--- config.mk ---
export PLATFORM = sky130hd
export DESIGN_NAME = tex_format_pipe
export DESIGN_NICKNAME = d
export VERILOG_FILES = /design/src/rtl/tex_format_pipe.sv
export SDC_FILE = /design/constraint.sdc
export NUM_CORES = 2
export LEC_CHECK = 0
export ABC_AREA = 1
export CORE_UTILIZATION = 45
export CTS_CLUSTER_DIAMETER = 150
export DETAILED_ROUTE_END_ITERATION = 16
export PLACE_DENSITY_LB_ADDON = 0.25
export SYNTH_ARGS = -nofsm -noshare
export SYNTH_HDL_FRONTEND = slang
export SYNTH_SLANG_ARGS = --single-unit
--- constraint.sdc ---
create_clock -name clk -period 11 [get_ports clk]
set_input_delay 1.65 -clock clk [delete_from_list [all_inputs] [get_ports clk]]
set_output_delay 1.65 -clock clk [all_outputs]
set_load 0.02 [all_outputs]
--- src/rtl/tex_format_pipe.sv ---
// Multi-lane texel format expander: unpack to A8R8G8B8, then optional alpha
// premultiply and per-byte swizzle, in a 2-stage valid/ready pipeline.
module tex_format_pipe #(
    parameter int NUM_LANES     = 4,
    parameter int TAG_WIDTH     = 8,
    parameter int PERF_CTR_BITS = 32
) (
    input  logic                     clk,
    input  logic                     reset_n,
    input  logic                     req_valid,
    output logic                     req_ready,
    input  logic [NUM_LANES-1:0]     req_mask,
    input  logic [2:0]               req_format,
    input  logic [11:0]              req_swizzle,
    input  logic                     req_premul,
    input  logic [NUM_LANES*32-1:0]  req_texels,
    input  logic [TAG_WIDTH-1:0]     req_tag,
    output logic                     rsp_valid,
    input  logic                     rsp_ready,
    output logic [NUM_LANES-1:0]     rsp_mask,
    output logic [NUM_LANES*32-1:0]  rsp_texels,
    output logic [TAG_WIDTH-1:0]     rsp_tag,
    output logic [PERF_CTR_BITS-1:0] perf_texels
);

    localparam int TW = NUM_LANES * 32;

    function automatic logic [31:0] unpack_texel(input logic [2:0] fmt, input logic [31:0] t);
        logic [31:0] o;
        case (fmt)
            3'd0:    o = t;
            3'd1:    o = {8'hFF, t[15:11], t[15:13], t[10:5], t[10:9], t[4:0], t[4:2]};
            3'd2:    o = {{8{t[15]}}, t[14:10], t[14:12], t[9:5], t[9:7], t[4:0], t[4:2]};
            3'd3:    o = {t[15:12], t[15:12], t[11:8], t[11:8], t[7:4], t[7:4], t[3:0], t[3:0]};
            3'd4:    o = {t[15:8], t[7:0], t[7:0], t[7:0]};
            3'd5:    o = {8'hFF, t[7:0], t[7:0], t[7:0]};
            default: o = {t[7:0], 24'hFFFFFF};
        endcase
        return o;
    endfunction

    // Rounded c*a/255 without a divider.
    function automatic logic [7:0] premul_ch(input logic [7:0] c, input logic [7:0] a);
        logic [15:0] p;
        logic [16:0] t;
        logic [16:0] s;
        p = {8'd0, c} * {8'd0, a};
        t = {1'b0, p} + 17'd128;
        s = t + {8'd0, t[16:8]};
        return 8'(s >> 8);
    endfunction

    function automatic logic [7:0] sel_byte(input logic [2:0] sel, input logic [31:0] px);
        logic [7:0] b;
        case (sel)
            3'd0:    b = px[7:0];
            3'd1:    b = px[15:8];
            3'd2:    b = px[23:16];
            3'd3:    b = px[31:24];
            3'd5:    b = 8'hFF;
            default: b = 8'h00;
        endcase
        return b;
    endfunction

    logic                     s1_valid, s2_valid;
    logic [TW-1:0]            s1_data, s2_data;
    logic [NUM_LANES-1:0]     s1_mask, s2_mask;
    logic [TAG_WIDTH-1:0]     s1_tag, s2_tag;
    logic [11:0]              s1_swizzle;
    logic                     s1_premul;
    logic [TW-1:0]            s1_next, s2_next;
    logic [PERF_CTR_BITS-1:0] pop;
    logic                     s1_advance, s2_advance;

    assign s2_advance = !s2_valid || rsp_ready;
    assign s1_advance = !s1_valid || s2_advance;
    assign req_ready  = s1_advance;

    always_comb begin
        s1_next = '0;
        for (int i = 0; i < NUM_LANES; i++)
            s1_next[32*i +: 32] = unpack_texel(req_format, req_texels[32*i +: 32]);
    end

    always_comb begin
        logic [31:0] px;
        logic [31:0] pm;
        s2_next = '0;
        px = '0;
        pm = '0;
        for (int i = 0; i < NUM_LANES; i++) begin
            px = s1_data[32*i +: 32];
            pm = px;
            if (s1_premul)
                pm = {px[31:24], premul_ch(px[23:16], px[31:24]),
                      premul_ch(px[15:8], px[31:24]), premul_ch(px[7:0], px[31:24])};
            if (s1_mask[i])
                for (int k = 0; k < 4; k++)
                    s2_next[32*i + 8*k +: 8] = sel_byte(s1_swizzle[3*k +: 3], pm);
        end
    end

    always_comb begin
        pop = '0;
        for (int i = 0; i < NUM_LANES; i++)
            pop = pop + PERF_CTR_BITS'(s2_mask[i]);
    end

    always_ff @(posedge clk or negedge reset_n) begin
        if (!reset_n) begin
            s1_valid    <= 1'b0;
            s1_data     <= '0;
            s1_mask     <= '0;
            s1_tag      <= '0;
            s1_swizzle  <= '0;
            s1_premul   <= 1'b0;
            s2_valid    <= 1'b0;
            s2_data     <= '0;
            s2_mask     <= '0;
            s2_tag      <= '0;
            perf_texels <= '0;
        end else begin
            if (s1_advance) begin
                s1_valid <= req_valid;
                if (req_valid) begin
                    s1_data    <= s1_next;
                    s1_mask    <= req_mask;
                    s1_tag     <= req_tag;
                    s1_swizzle <= req_swizzle;
                    s1_premul  <= req_premul;
                end
            end
            if (s2_advance) begin
                s2_valid <= s1_valid;
                if (s1_valid) begin
                    s2_data <= s2_next;
                    s2_mask <= s1_mask;
                    s2_tag  <= s1_tag;
                end
            end
            if (s2_valid && rsp_ready)
                perf_texels <= perf_texels + pop;
        end
    end

    assign rsp_valid  = s2_valid;
    assign rsp_texels = s2_data;
    assign rsp_mask   = s2_mask;
    assign rsp_tag    = s2_tag;

endmodule

==> metrics <==
status finished, violations left; violated checks capacitance limit, slew limit; Mapped Area roughly 0.055 mm²; Post-Route WL around 200 mm; Clk Latency, worst-skew pair ~610 ps; initial DRC count slightly above 6,000; Row Count roughly 130; Final Critical Period 7120 ps; most frequent cells in the layout 2,327 x nand2_1, 1,908 x inv_1, 714 x nand3_1; share of cells above drive strength 1 0.0362; number of nets in the layout 9,615; Tcrit/Tclk final 0.647; Startpoint Class flop; H-tree depth 2; hold_ws roughly 470 ps; EDFF count, synth 0; chip width approximately 350 µm; antenna violations before repair 8; setup slack after layout 3880 ps; routability cong. ~0.98; Max Slew Vio Count 5; dpl hpwl between 150 and 200 mm; syn_nets about 9,500; Worst setup EP type flop; largest net degree at the start of global routing roughly 160; post-layout util 0.506; Main synth FF type dfrtp_1; Initial Utilization 0.456; vias per cell roughly 5.5; slowest CP cell dfrtp_1; CTS Buf Count 39; Reg clk slew, reported paths about 60 ps; vias in the first global route around 54,000; Avg Cell Area, Syn 6.62 µm²; sequential area share after synthesis 0.149; commonest non-fill, non-tap cell in the layout nand2_1; Worst Skew 26.5 ps; Area growth syn-to-layout 10.8%; max-cap violation count 1; WL/cell approximately 20 µm; Largest delay share family, worst path adder cells; Synth cell types between 60 and 70; Crit Path Class flop to flop; fmax roughly 0.14 GHz; Synth area leaders fa_1 16%, nand2_1 16%, dfrtp_1 15%; Yosys warning count 0; Hold WC Path Type flop to flop; PortBufs 333; TritonRoute pass-1 iters 9; # DRC 0; RSZ-0062 raised after global routing no; Synth top area share 0.163; Setup TNS 0 ps; Via Count between 50,000 and 60,000; grt total ovfl 0; GRT Total Usage 0.332; first-pass GRT wire length about 320 mm; Rel. slew slack -0.0550; Cells after Synth a little over 8,000; Data required, critical path roughly 12,000 ps; Async S/R FF share, synth 1.00; flops & latches, synth ~330; Ports ~330; CTS Sinks around 330; worst slew pin tran roughly 1600 ps; root buf cell clkbuf_16; CP max stage delay 1040 ps; cell repeated most along the worst path nand2_1; die area 0.124 mm²; Buffers & Inverters on Critical Path 4; TritonCTS clock tree yes; DP Worst Slack 4000 ps; Hold Vio Cnt, Final 0; CTS Buffer Depth 3; Core Box Area between 0.1 and 0.15 mm²; CP Data Arrival Time approximately 7600 ps; hold_buf cts 0; remaining antenna violation count 0; Post-CTS Setup Bufs 0; Die Span Y ~350 µm; CTS resizes 0; Finish-stage setup viols 0; area leader, netlist fa_1; worst-path maximum fanout 26
-- cell type report --
cell class | count | area, µm²
diodes | 3 | 7.51
clock buffers | 55 | 1130
clock inverters | 15 | 200
fillers | 12124 | 59600
inverters | 1948 | 7310
multi-input cells | 5683 | 38300
flip-flops and latches | 327 | 8190
well taps | 1612 | 2020
repair buffers | 402 | 3860
-- cells by family after synthesis --
logic type / synth area share
AOI/OAI and AO/OA: 0.0884
adders and majority gates: 0.301
DFF: 0.149
xor gates and xnor gates: 0.0199
and+or+nand+nor: 0.284
buffers and inverters: 0.159
-- sequential cells by signal, indices dropped and copies added (netlist names) --
| signal | flops |
|---|---|
| rsp_texels | 128 |
| rsp_tag | 8 |
| perf_texels | 32 |
| s1_swizzle | 12 |
| s1_tag | 8 |
| s1_valid | 1 |
| rsp_mask | 4 |
| s1_data | 128 |
| rsp_valid | 1 |
| s1_mask | 4 |
| s1_premul | 1 |
-- synthesized netlist by cell type (all sizes together), types with 6 or more instances --
cell / instances
a22oi: 25
o21bai: 23
xnor2: 35
nand2: 2367
o22ai: 46
clkbuf: 289
fa: 447
inv: 1931
a21o: 8
nand3b: 36
nand4: 122
nor4: 6
a2111oi: 40
a41oi: 7
dfrtp: 327
ha: 607
xor2: 85
a221oi: 11
o211ai: 23
buf: 64
o21ai: 283
o2111ai: 10
o21a: 7
nor3: 54
or2: 22
clkinv: 17
nor2: 315
a31oi: 6
nand3: 742
a211oi: 11
a21oi: 321
-- metal layers --
metal  track usage  part of all wire  up-vias
met5             0           0.00020        -
met4         0.143             0.049        6
met3        0.0707              0.10      536
met2         0.518              0.43     2793
met1         0.442              0.42    26287
li1              -                 -    25788
-- per-stage QoR --
step / instance area [µm²] / std cells
2_1_floorplan: 55000 / 8315
5_1_grt: 61000 / 10042
3_5_place_dp: 59600 / 9972
4_1_cts: 61000 / 10042
6_report: 61000 / 10045
3_3_place_gp: 59600 / 9972
-- path summary, 6_finish.rpt --
path,from,to,slack (ps),cells after the start
max in group asynchronous,reset_n,s1_data[70],8340,2
min in group asynchronous,reset_n,rsp_tag[3],1080,1
setup reg to reg,s1_data[88],rsp_texels[87],3880,33
hold / removal,perf_texels[31],perf_texels[31],470,1
setup / recovery,s1_data[88],rsp_texels[87],3880,33
hold reg to reg,perf_texels[31],perf_texels[31],470,1
Power is left out: the tool's default activity adds up to more than one toggle a clock period on the data nets, which glitch-free logic cannot reach.
